[config.mk]
export PLATFORM = sky130hd
export DESIGN_NAME = counter_load_sequencer_flat
export DESIGN_NICKNAME = d
export VERILOG_FILES = /design/src/rtl/counter_load_sequencer_if.sv /design/src/rtl/counter_load_sequencer.sv /design/src/flat_wrapper.sv
export SDC_FILE = /design/constraint.sdc
export NUM_CORES = 1
export LEC_CHECK = 0
export ABC_AREA = 1
export CORE_ASPECT_RATIO = 2
export CORE_UTILIZATION = 45
export DETAILED_ROUTE_END_ITERATION = 12
export PLACE_DENSITY = 0.73
export REMOVE_ABC_BUFFERS = 1
export SYNTH_ARGS = -nofsm -noshare
export SYNTH_HDL_FRONTEND = slang
export SYNTH_SLANG_ARGS = --single-unit
[constraint.sdc]
create_clock -name clk_i -period 1.8 [get_ports clk_i]
set_input_delay 0.27 -clock clk_i [delete_from_list [all_inputs] [get_ports clk_i]]
set_output_delay 0.27 -clock clk_i [all_outputs]
set_load 0.02 [all_outputs]
[src/rtl/counter_load_sequencer_if.sv]
// ---------------------------------------------------------------------------
// counter_load_sequencer_if
//
// Purpose: groups the command handshake and the counter drive bus of the
// counter load sequencer into one bundle.
//
// Signals:
//   cmd_valid  command present (master -> slave)
//   cmd_ready  sequencer can accept a command (slave -> master)
//   cmd_start  value to load into the counter
//   cmd_len    number of count-enable pulses to issue
//   cmd_div    count-enable spacing minus one (0 = every cycle)
//   abort      synchronous cancel of the command in progress
//   ld         counter load strobe
//   ce         counter count-enable
//   d          counter load data
//
// Modports:
//   master  command issuer / counter observer
//   slave   the sequencer itself
// ---------------------------------------------------------------------------
interface counter_load_sequencer_if #(
  parameter int W     = 16,
  parameter int LEN_W = 16,
  parameter int DIV_W = 8
);

  logic             cmd_valid;
  logic             cmd_ready;
  logic [W-1:0]     cmd_start;
  logic [LEN_W-1:0] cmd_len;
  logic [DIV_W-1:0] cmd_div;
  logic             abort;
  logic             ld;
  logic             ce;
  logic [W-1:0]     d;

  modport master (
    output cmd_valid, cmd_start, cmd_len, cmd_div, abort,
    input  cmd_ready, ld, ce, d
  );

  modport slave (
    input  cmd_valid, cmd_start, cmd_len, cmd_div, abort,
    output cmd_ready, ld, ce, d
  );

endinterface

[src/rtl/counter_load_sequencer.sv]
// ---------------------------------------------------------------------------
// counter_load_sequencer
//
// Purpose: upstream control stage for a loadable up-counter. Accepts one
// command (start value, pulse count, prescale divisor) per valid/ready
// handshake, strobes a one-cycle load of the start value, then issues
// exactly LEN count-enable pulses spaced DIV+1 cycles apart and finally
// pulses DONE for one cycle.
//
// Ports:
//   clk_i    rising-edge clock
//   rst_ni   asynchronous active-low reset
//   bus      counter_load_sequencer_if.slave (command handshake + counter bus)
//   busy_o   high while loading or running
//   done_o   one-cycle completion pulse
//
// Optional feature (macro COUNTER_LOAD_SEQUENCER_SHADOW_EN):
//   exp_q_o  shadow copy of the value the counter should hold
//   wrap_o   sticky flag, set when the shadow value wraps from all-ones to 0,
//            cleared on the next command accept
// ---------------------------------------------------------------------------
module counter_load_sequencer #(
  parameter int W     = 16,
  parameter int LEN_W = 16,
  parameter int DIV_W = 8
) (
  input  logic                    clk_i,
  input  logic                    rst_ni,
  counter_load_sequencer_if.slave bus,
  output logic                    busy_o,
  output logic                    done_o
`ifdef COUNTER_LOAD_SEQUENCER_SHADOW_EN
  ,
  output logic [W-1:0]            exp_q_o,
  output logic [0:0]              wrap_o
`endif
);

  typedef enum logic [1:0] {
    IDLE = 2'd0,
    LOAD = 2'd1,
    RUN  = 2'd2,
    FIN  = 2'd3
  } state_e;

  state_e           state_q;
  logic [W-1:0]     d_q;
  logic [LEN_W-1:0] rem_q;
  logic [DIV_W-1:0] pre_q;
  logic [DIV_W-1:0] div_q;

  logic cmdFire;
  logic ceHit;

  // A command is taken only in IDLE and never while ABORT is high, which
  // is exactly the condition advertised on cmd_ready.
  assign cmdFire = (state_q == IDLE) && bus.cmd_valid && !bus.abort;

  // The prescaler counts up from 0 after RUN entry and fires when it
  // reaches the latched divisor, so the first pulse lands div cycles in.
  assign ceHit = (state_q == RUN) && (pre_q == div_q);

  // Sequencer FSM together with its counters. rem_q holds the pulses still
  // owed, pre_q the cycles since the last pulse (or since RUN entry).
  // ABORT only matters in LOAD and RUN; the LD/CE of the abort cycle
  // itself are still driven because outputs decode the current state.
  always_ff @(posedge clk_i or negedge rst_ni) begin
    if (!rst_ni) begin
      state_q <= IDLE;
      d_q     <= '0;
      rem_q   <= '0;
      pre_q   <= '0;
      div_q   <= '0;
    end else begin
      case (state_q)
        IDLE: begin
          if (cmdFire) begin
            d_q     <= bus.cmd_start;
            rem_q   <= bus.cmd_len;
            div_q   <= bus.cmd_div;
            pre_q   <= '0;
            state_q <= LOAD;
          end
        end
        LOAD: begin
          if (bus.abort) begin
            state_q <= IDLE;
          end else if (rem_q == '0) begin
            state_q <= FIN;
          end else begin
            state_q <= RUN;
          end
        end
        RUN: begin
          if (ceHit) begin
            pre_q <= '0;
            rem_q <= rem_q - LEN_W'(1);
          end else begin
            pre_q <= pre_q + DIV_W'(1);
          end
          if (bus.abort) begin
            state_q <= IDLE;
          end else if (ceHit && (rem_q == LEN_W'(1))) begin
            state_q <= FIN;
          end
        end
        FIN: begin
          state_q <= IDLE;
        end
        default: begin
          state_q <= IDLE;
        end
      endcase
    end
  end

  // Moore decode of the outputs; ABORT is the only input that reaches an
  // output, and only through cmd_ready.
  assign bus.cmd_ready = (state_q == IDLE) && !bus.abort;
  assign bus.ld        = (state_q == LOAD);
  assign bus.ce        = ceHit;
  assign bus.d         = d_q;
  assign busy_o        = (state_q == LOAD) || (state_q == RUN);
  assign done_o        = (state_q == FIN);

`ifdef COUNTER_LOAD_SEQUENCER_SHADOW_EN
  logic [W-1:0] exp_q;
  logic         wrap_q;

  // Shadow of the downstream counter: it takes the start value on the
  // load edge and follows every count-enable, wrapping modulo 2^W. The
  // wrap flag is sticky for the whole command and cleared on the next
  // accept so software can read it after DONE.
  always_ff @(posedge clk_i or negedge rst_ni) begin
    if (!rst_ni) begin
      exp_q  <= '0;
      wrap_q <= 1'b0;
    end else begin
      if (cmdFire) begin
        wrap_q <= 1'b0;
      end
      if (state_q == LOAD) begin
        exp_q <= d_q;
      end else if (ceHit) begin
        exp_q <= exp_q + W'(1);
        if (&exp_q) begin
          wrap_q <= 1'b1;
        end
      end
    end
  end

  assign exp_q_o = exp_q;
  assign wrap_o  = wrap_q;
`endif

endmodule

[src/flat_wrapper.sv]
// flat-port wrapper written by rule: the top's interface ports become plain ports
module counter_load_sequencer_flat 
#(
  parameter int W     = 16,
  parameter int LEN_W = 16,
  parameter int DIV_W = 8
)
  (clk_i, rst_ni, busy_o, done_o, bus_cmd_valid, bus_cmd_start, bus_cmd_len, bus_cmd_div, bus_abort, bus_cmd_ready, bus_ld, bus_ce, bus_d);
  counter_load_sequencer_if #(.W(W), .LEN_W(LEN_W), .DIV_W(DIV_W)) bus_i ();
  input  logic clk_i;
  input  logic rst_ni;
  output logic busy_o;
  output logic done_o;
  input wire logic [$bits(bus_i.cmd_valid)-1:0] bus_cmd_valid;
  input wire logic [$bits(bus_i.cmd_start)-1:0] bus_cmd_start;
  input wire logic [$bits(bus_i.cmd_len)-1:0] bus_cmd_len;
  input wire logic [$bits(bus_i.cmd_div)-1:0] bus_cmd_div;
  input wire logic [$bits(bus_i.abort)-1:0] bus_abort;
  output wire logic [$bits(bus_i.cmd_ready)-1:0] bus_cmd_ready;
  output wire logic [$bits(bus_i.ld)-1:0] bus_ld;
  output wire logic [$bits(bus_i.ce)-1:0] bus_ce;
  output wire logic [$bits(bus_i.d)-1:0] bus_d;
  assign bus_i.cmd_valid = bus_cmd_valid;
  assign bus_i.cmd_start = bus_cmd_start;
  assign bus_i.cmd_len = bus_cmd_len;
  assign bus_i.cmd_div = bus_cmd_div;
  assign bus_i.abort = bus_abort;
  assign bus_cmd_ready = bus_i.cmd_ready;
  assign bus_ld = bus_i.ld;
  assign bus_ce = bus_i.ce;
  assign bus_d = bus_i.d;
  counter_load_sequencer #(.W(W), .LEN_W(LEN_W), .DIV_W(DIV_W)) u_core (.clk_i(clk_i), .rst_ni(rst_ni), .bus(bus_i), .busy_o(busy_o), .done_o(done_o));
endmodule
; ---- Word level (Yosys, flattened, before mapping)
; Index checks and enable logic that the tools add are counted.
[classes]
addsub = 2
eq_ne = 8
n_mux = 12
reduce_logical = 14
[op_table]
columns = operator, n
row1 = $mux 16, 2
row2 = $pmux 16 s2, 1
row3 = $eq 16x1->1 const B, 1
row4 = $logic_not 16->1, 1
row5 = $mux 8, 2
row6 = $pmux 8 s2, 1
row7 = $sub 16x1->16 const B, 1
row8 = $add 8x1->8 const B, 1
row9 = $eq 8x8->1, 1
row10 = $mux 2, 4
row11 = $pmux 2 s4, 1
row12 = $reduce_and 2->1, 3
row13 = $logic_and 1x1->1, 5
row14 = $eq 2x2->1 const B, 2
row15 = $ne 2x1->1 const B, 2
row16 = $ne 3x2->1 const B, 1
row17 = $reduce_and 3->1, 1
row18 = $eq 2x1->1 const B, 1
row19 = $logic_not 2->1, 1
row20 = $reduce_bool 2->1, 1
row21 = $logic_not 1->1, 1
row22 = $logic_or 1x1->1, 1
row23 = $mux 1, 1
[totals]
register_bits = 50
in_bits = 44

; ---- Logic depth before layout (Yosys ltp)
; Gate-level depths: netlist (run 1).
[depth]
ltp_word = 6
mapped_depth = 12

; ---- Worst setup path after synthesis (run 1)
; No wires, ideal clock.
[synth_path]
path_kind = reg2reg
from = register u_core.state_q[0]
to = register u_core.rem_q[5]
setup_ns = 0.122
t_arrival_ns = 1.557
required_ns = 1.678
setup_slack_ns = 0.121
stages_incl_launch_ff = 11
n_path_buf = 1
period_less_slack_ns = 1.679
path_cell_list = dfrtp_1 -> inv_1 -> ha_1 -> inv_2 -> nor2_4 -> nand2_4 -> o21ai_4 -> nand2_2 -> buf_6 -> nand2_1 -> o21ai_2
[synth_via]
elab_chain_len = 5
word_cells_on_any_way = 10
classes_between = eq/ne: 3 / mux: 1 / reduce/logical: 6
[synth_rtl]
columns = item, line_no
row1 = start: declaration, counter_load_sequencer.sv:46  ; state_e state_q;
row2 = start signal: assignment, counter_load_sequencer.sv:69  ; state_q <= IDLE;
row3 = start signal: assignment, counter_load_sequencer.sv:82  ; state_q <= LOAD;
row4 = start signal: assignment, counter_load_sequencer.sv:87  ; state_q <= IDLE;
row5 = $logic_not 2->1, "counter_load_sequencer.sv:57, counter_load_sequencer.sv:75"
row6 = $logic_and 1x1->1 (2 in a row), counter_load_sequencer.sv:57  ; assign cmdFire = (state_q == IDLE) && bus.cmd_valid && !bus.abort;
row7 = $ne 2x1->1 (no source line), n/a
row8 = $reduce_and 3->1 (no source line), n/a
row9 = end signal: assignment, counter_load_sequencer.sv:79  ; rem_q <= bus.cmd_len;
row10 = end signal: assignment, counter_load_sequencer.sv:97  ; rem_q <= rem_q - LEN_W'(1);
row11 = end: declaration, counter_load_sequencer.sv:48  ; logic [LEN_W-1:0] rem_q;
; Parallel ways exist; a longest one is shown, timed or not.
; A chain may end at the register's enable or synchronous reset.

; ---- Final worst setup path (run 1)
[layout_path]
from = register u_core.pre_q[0]
to = output port bus_ce
[layout_via]
elab_chain_len = 2
[layout_rtl]
columns = item, line_no
row1 = start: declaration, counter_load_sequencer.sv:49  ; logic [DIV_W-1:0] pre_q;
row2 = start signal: assignment, counter_load_sequencer.sv:99  ; pre_q <= pre_q + DIV_W'(1);
row3 = $eq 8x8->1, counter_load_sequencer.sv:61  ; assign ceHit = (state_q == RUN) && (pre_q == div_q);
row4 = $logic_and 1x1->1, counter_load_sequencer.sv:61
row5 = end: declaration, flat_wrapper.sv:21  ; output wire logic [$bits(bus_i.ce)-1:0] bus_ce;
; No other way between the ends.

==> run summary, run 1 <==
Buffers added to address setup during post-CTS repair amount to 0. The antenna violation net count after detailed routing came out at 0. The run finished with clean final reports. The routed wire length came out at 7054 um. The launching element type of the critical path is a register. The number of filler instances in the final layout came out at 608. The minimum period implied by the final worst setup slack is roughly 1700 ps. The worst slew margin relative to its limit came out at 0.7739.

For the worst setup path, the data arrival time is 1450 ps. The worst slack after detailed placement is -98.26 ps. The flip-flop and latch count after synthesis came out at 50. The distinct cell type count of the synthesized netlist is 30.

The largest net degree at the start of global routing came out at 51. The worst reg2reg path endpoint is u_core.pre_q[4]. The antenna diode count came out at 0. The count of buffers from port buffering is 64.

The weighted congestion at the end of routability-driven global placement came out at 0.8908. The final routed wire length divided by cell count came out at 12.23 um. The path class of the tightest hold or removal check is input pin to async pin. The global-route wire length before repair is 12010 um. The floorplan has roughly 40 rows. TritonCTS built the clock tree. The most critical setup path has its startpoint at u_core.pre_q[0]. The max-slew violation count came to 0. The clock drives 50 sinks. The worst clock skew on the final layout is 10.31 ps. Setup violations remaining at the end of the flow were counted as 0. The total via count after detailed routing is 2780. The final net count is about 540.

The required time of the worst setup path is 1530 ps. The number of antenna violations at the first check in global routing came out at 0. The share of cells above drive strength 1 came out at 0.1120. For this configuration, the core starts out at a cell density of 0.4630.

Leaving out fill and tap cells, the most frequent cell in the layout is nand2_1. The tool flagged a number of max-cap violations equal to 0. The footprint of the flip-flops and latches is 1251 sq um. The post-detailed-route via-to-cell ratio came out at 4.818. The top-level port count is 65. The worst setup path is of the register to output port kind.

The register-to-register setup slack is 130 ps. The first detailed-routing pass ran for 4 iterations. The synthesized instance count came out at 406.

Summed over all nets, the half-perimeter wirelength after detailed placement is between 5000 and 6000 um. The Yosys step of the flow raised 0 warnings. The residual overflow from global routing is 0.

The clock edge transition at the registers on the reported setup and hold paths is around 70 ps. The power per cell area is between 1500 and 2000 nW/um^2. The height of the chip came out at 116.0 um. The portion of synthesized cell area occupied by the leading cell type came out at 0.4283.

The detailed-route DRC error count came out at 0. In the layout the commonest cells are 188 x nand2_1, 58 x clkdlybuf4s50_1, 50 x dfrtp_1. The total power consumption of the routed design came out at 6.153 mW. The setup slack of the critical path after layout came out at 83.81 ps. The worst-case vdd ir drop came out at between 1 and 1.5 mV. In this run, CTS created clock tree buffers numbering 5. The detailed router's first-iteration violation count came out at between 100 and 150. In this run the critical register-to-register path is launched from u_core.state_q[1]. The setup total negative slack came out at 0 ps.

Setup repair after global routing left no endpoint under its margin. By area the synthesized netlist is led by dfrtp_1 43%, nand2_1 24%, nor2_1 5.3%. The multi-input combinational cell area is 1475 sq um. The number of cells on the worst reg-to-reg path is 11.

The portion of the clock cycle consumed by the worst path in the final layout is 0.9534. The mapped netlist covers 2922 sq um. The placeable core region came out at 6310 sq um. The all-layer global routing usage came out at 0.2328. The analysis attributes to cell leakage a power of 2.036 nW.

The cell sitting at the root of the clock tree is a clkbuf_16. The number of buffers on the longest clock path is 2. The synthesis-to-finish area growth came out at 35.59%. The horizontal die dimension is 58.98 um.

The via count of the first global-routing pass came out at 2798. The number of levels in the clock H-tree came out at 2. The die covers 6838 sq um. The peak fanout along the critical path is 2.

For this run, the top clock speed supported by timing is 0.5827 GHz. The average footprint of a synthesized cell came out at 7.196 sq um. The transition time at the pin with the least slew margin came out at between 300 and 400 ps.

The part of the Yosys area used for sequential elements came out at 0.4283. The cell accounting for the most synthesized area is dfrtp_1. The number of failing hold endpoints at the final stage is 0. STA classifies the critical path endpoint as an output port. The later pin in the worst-skew pair is clocked with a latency of approximately 300 ps.
-- repair_timing --
item,in CTS,in global routing
hold buffers,1,0
endpoints found under the setup margin,5,3
pin swaps,0,2
endpoints found under the hold margin,50,0
resized for setup,10,5
-- how the worst max path moves through the flow --
stage / end / slack, ps / depth (start not counted)
3_3_place_gp: bus_ce / -30 / 6
2_1_floorplan: u_core.rem_q[1] / -340 / 7
5_1_grt: bus_ce / 0.9 / 6
4_1_cts: bus_cmd_ready / 20 / 5
3_5_place_dp: bus_ce / -100 / 6
6_report: bus_ce / 80 / 6
-- cell type report --
cell class	instances	share of cell area
multi-input cells	309	0.3724
flip-flops and latches	50	0.3159
repair buffers	87	0.2123
inverters	37	0.03632
clock buffers	6	0.03253
well taps	86	0.02716
clock inverters	2	0.003474
-- synthesized netlist by cell type --
cell type / count
nand2_1: 188
dfrtp_1: 50
nor2_1: 41
inv_1: 31
nand3_1: 18
o21ai_0: 12
ha_1: 8
xor2_1: 8
inv_2: 5
o21ai_2: 5
xnor2_1: 5
clkbuf_1: 4
buf_2: 3
buf_6: 3
mux2i_1: 3
nand4_1: 3
nand2_2: 2
nand2_4: 2
nor2_2: 2
o21ai_1: 2
or2_2: 2
a21o_1: 1
a21oi_4: 1
a31oi_1: 1
inv_6: 1
nand3b_1: 1
nor2_4: 1
nor3_1: 1
o21ai_4: 1
o22ai_1: 1
-- sequential cells by signal, indices dropped and copies added, names as in the netlist --
name	flops
u_core.pre_q	8
u_core.rem_q	16
u_core.bus.d	16
u_core.div_q	8
u_core.state_q	2
-- routing by layer --
layer | global-route usage | part of all wire
met3 | 0.03906 | 0.034
met5 | 0 | 0
met4 | 0.1365 | 0.044
met1 | 0.2415 | 0.37
met2 | 0.4235 | 0.55
-- cells by family (layout without fill, tap and decap cells) --
| group | count (synthesis) | after routing | share of synthesized area |
|---|---|---|---|
| mux | 3 | 3 | 0.01028 |
| fa+ha+maj | 8 | 8 | 0.03426 |
| buf+inv | 47 | 132 | 0.07109 |
| compound gates | 24 | 24 | 0.05697 |
| simple gates | 261 | 261 | 0.3602 |
| flops | 50 | 50 | 0.4283 |
| xor+xnor | 13 | 13 | 0.03897 |
-- critical path: stages, from the launching register on --
cell and delay [ps]:
dfrtp_1 400, xnor2_1 160, nand2_1 120, nor2_4 170, nand2_4 60, nor2_1 90, buf_4 150
-- report_power, final --
group	switching, mW	internal (mW)	leakage [nW]
clock network	0.410	0.516	0.0708
registers	0.384	1.60	0.633
logic	1.89	1.36	1.33
-- through the flow --
stage / hold WS [ps] / area (sq um) / utilization / cells
global placement: 279.8 / 3804 / 0.6028 / 568
finish: 485.7 / 3961 / 0.6278 / 577
CTS: 488.2 / 3953 / 0.6264 / 577
detailed placement: 276.7 / 3804 / 0.6028 / 568
floorplan: -25.59 / 2858 / - / 396
global route: 497.7 / 3961 / 0.6278 / 577
Note: power is estimated with default switching activity, not from simulation.
==> inputs of run 2 (changes only) <==
Settings changed: ABC_AREA 1 to unset, PLACE_DENSITY 0.73 to 0.72.
==> run 2 against run 1 <==
The flow now finishes with violations (negative setup slack). Wire length grew 27%. First-iteration DRC count increased by 51%. Core utilization is 10 points higher. Flip-flop and latch count is the same. Count of clock-buffer cells in the layout stayed put. Area after synthesis increased by 0.81%. Non-clock buffer count is 51 higher. Sequential share of layout area decreased by 4.3 points. Critical endpoint is now u_core.state_q[0].
==> run summary, run 2 <==
The detailed router's first-iteration violation count came out at 189. Internal power comes to 4.240 mW. The flip-flop and latch count after synthesis came out at 50. The clock sink count came out at 50. The net switching power is 3.063 mW. Yosys mapped a number of flops with a built-in enable equal to 0. STA puts the critical path data required time at 2000 ps. The number of failing hold endpoints at the final stage came out at 0. The total iterations of the first detailed-routing run came out at 4. The minimum period implied by the final worst setup slack is 1973 ps. Among all flip-flop cells after synthesis, the most frequent one is dfrtp_1. The antenna violation net count after detailed routing came out at 0. The part of the Yosys area used for sequential elements is 0.4248. The share of synthesized area in the top cell type comes to 0.4248. During synthesis, Yosys emitted a total of 0 warnings. The effective utilization at floorplan came out at 0.4668. The final routed wire length divided by cell count came out at 15.67 um. The number of buffers on the longest clock path came out at 2. By startpoint and endpoint, the worst setup path is classified as register to register. The number of filler instances in the final layout came out at between 400 and 500. The setup slack of the critical path after layout came out at -173.2 ps.

The via count of the first global-routing pass came out at between 3k and 4k. The clock latency on the worst-skew pair came out at roughly 290 ps. The top-level port count is between 60 and 70. The die is 116.4 um tall. Counting tap cells, the placed design contains a total of 553 instances. The horizontal die dimension came out at 59.21 um.

The footprint of the flip-flops and latches came out at 1251 sq um. The leakage power figure is 2.041 nW. The wire-length estimate of the detail-placed layout is between 5000 and 6000 um. The switching share of power is 0.4194.

The number of placement rows is just over 40. In this run the clock root is driven by a clkbuf_16. The type of the most critical hold path is input pin to async pin.

The max-slew violation count was 0. The portion of the clock cycle consumed by the worst path in the final layout came out at 1.096. The endpoint class of the critical path is a register. The total via count after detailed routing is 3208. The all-layer global routing usage came out at 0.2598. The share of flip-flops with an asynchronous set or reset after synthesis is 1.000. Summed over all failing endpoints, the final setup total negative slack is -911.3 ps. The run finished, with violations left. By area the synthesized netlist is led by dfrtp_1 42%, nand2_1 15%, ha_1 3.4%. Of the total power, the clock network draws 0.127. The count of buffers from port buffering is 64.

The worst clock skew on the final layout came out at 5.255 ps. The final cell count without fillers is 573. The worst slack after detailed placement is -271.3 ps. Summed over all layers, the global routing overflow is 0. The post-synthesis instance area came out at around 2900 sq um. The final-report setup violation count came out at 10. Entering global routing, the biggest net connects 35 pins. The synthesized design spends more area on one cell type than any other, namely dfrtp_1. The library cell used most frequently in the layout, excluding fill and tap cells, is nand2_1. The worst slew margin relative to its limit is 0.7267.

The number of CTS-inserted buffers came out at 5. The top cell types in the final layout, fill and taps aside, are 112 x nand2_1, 60 x buf_4, 58 x clkdlybuf4s50_1. The antenna diode count came out at 0. The checks that failed: negative setup slack. Static timing analysis puts the maximum clock frequency at 0.5068 GHz. The global-route wire length before repair came out at approximately 13000 um.

The final net count came out at ~540. For this run, design rule violations remaining after detail routing come to 0. The area growth from synthesis to layout is 55.90%.

The max-cap check violation count is 0. The transition time at the pin with the least slew margin came out at 409.9 ps. The power per cell area is ~1600 nW/um^2. The worst setup path is launched from a register. The relative contribution of sequential cells to total power is 0.275.

The share of cells above drive strength 1 is 0.2628. TritonCTS built the clock tree. Routability-driven placement finished with a final weighted congestion of 0.8494. The peak fanout along the critical path came out at 4.

The post-detailed-route via-to-cell ratio came out at around 5.6. The number of levels in the clock H-tree is 2. After synthesis, the most frequently instantiated cells are 114 x nand2_1, 50 x dfrtp_1, 24 x nor2_1, 19 x clkbuf_1, 15 x a21oi_1. The total power consumption of the routed design came out at between 7 and 8 mW. Among all cell types in the netlist, the one instantiated most often is nand2_1.

The average instance in the mapped netlist occupies ~8.1 sq um. The routed wire length came out at 8981 um. The clock edge transition at the registers on the reported setup and hold paths is 70 ps.

The share of total power dissipated in combinational logic is 0.598. Setup repair after global routing could not meet its margin everywhere. The multi-input combinational cell area came out at 1822 sq um.

The distinct cell type count of the synthesized netlist came out at 54. The die outline area came out at slightly below 7000 sq um. At the worst endpoint, the arrival time is about 2200 ps. The number of antenna violations at the first check in global routing came out at 0. The worst-case vdd ir drop is 1.051 mV.

The placeable core region came out at 6310 sq um. The synthesized instance count is between 300 and 400.
-- run 2: cell count changes in the layout (fill, tap and decap cells not counted), moves of 7 or more --
cell     change
nand2_1     -76
buf_4       +41
buf_6       +10
xor2_1       -8
nand3_1     -11
xnor2_2      +7
inv_1       -29
o22ai_1      +8
nor2_1      -19
a21oi_1     +15
-- run 2: cells by family after synthesis --
| logic type | share of synthesized area |
|---|---|
| and+or+nand+nor | 0.3054 |
| DFF | 0.4248 |
| AOI/OAI and AO/OA | 0.1457 |
| muxes | 0.02761 |
| adders and majority gates | 0.03399 |
| xor gates and xnor gates | 0.02379 |
| buffers and inverters | 0.03865 |
-- run 2: stage by stage --
| step | hold slack [ps] | area (sq um) | util |
|---|---|---|---|
| 2_1_floorplan | -25.59 | 2850 | - |
| 5_1_grt | 480.3 | 4592 | 0.7277 |
| 3_3_place_gp | 217.6 | 4071 | 0.6453 |
| 4_1_cts | 440.5 | 4382 | 0.6944 |
| 3_5_place_dp | 223.9 | 4071 | 0.6453 |
| 6_report | 438.5 | 4592 | 0.7277 |
-- run 2: critical path, stage by stage (launching register included) --
cell and delay, ps:
dfrtp_1 400, or4_4 540, or3_4 370, nor3_4 180, a31oi_1 130, a211oi_2 250
-- run 2: final timing paths --
| path | to | depth (start not counted) | slack (ps) | startpoint |
|---|---|---|---|---|
| setup reg to reg | u_core.state_q[0] | 5 | -170 | u_core.rem_q[9] |
| min in group clk_i | u_core.bus.d[6] | 2 | 470 | u_core.bus.d[6] |
| hold / removal | u_core.bus.d[3] | 2 | 440 | rst_ni |
| max in group asynchronous | u_core.pre_q[3] | 3 | 830 | rst_ni |
| setup / recovery | u_core.state_q[0] | 5 | -170 | u_core.rem_q[9] |
| hold reg to reg | u_core.bus.d[6] | 2 | 470 | u_core.bus.d[6] |
-- run 2: power groups by stage --
stage               clock network [mW]  logic [mW]  registers (mW)
CTS                              0.963        3.97            1.95
global route                     0.996        4.69            2.06
finish                           0.929        4.37            2.01
floorplan                            0        1.61            2.23
detailed placement                   0        3.68            1.96
global placement                     0        3.59            1.93
-- run 2: layout make-up --
| type | count | area share |
|---|---|---|
| Multi-Input combinational cell | 286 | 0.3967 |
| Tap cell | 86 | 0.02343 |
| Sequential cell | 50 | 0.2725 |
| Inverter | 5 | 0.004632 |
| Timing Repair Buffer | 138 | 0.2717 |
| Clock buffer | 6 | 0.02807 |
| Clock inverter | 2 | 0.002997 |
-- run 2: layer usage --
metal,track usage,up-vias,share of wire
met1,0.2804,1544,0.35
met4,0.1683,0,0.050
met3,0.04319,42,0.040
met2,0.4524,110,0.56
li1,-,1512,-
met5,0,-,0
-- run 2: timing repair --
action                     in CTS  in global routing
cloned                          1                  0
hold endpoints to repair       16                  0
buffers inserted                7                  6
resized for setup              39                 34
hold buffers                    1                  0
pin swaps                      22                 28
setup endpoints to repair      30                 24
==> inputs of run 3 (changes only) <==
Settings changed: CTS_CLUSTER_DIAMETER set to 50.
==> results of run 3 <==
Final layout, timing and power as in run 2 (identical DEF).
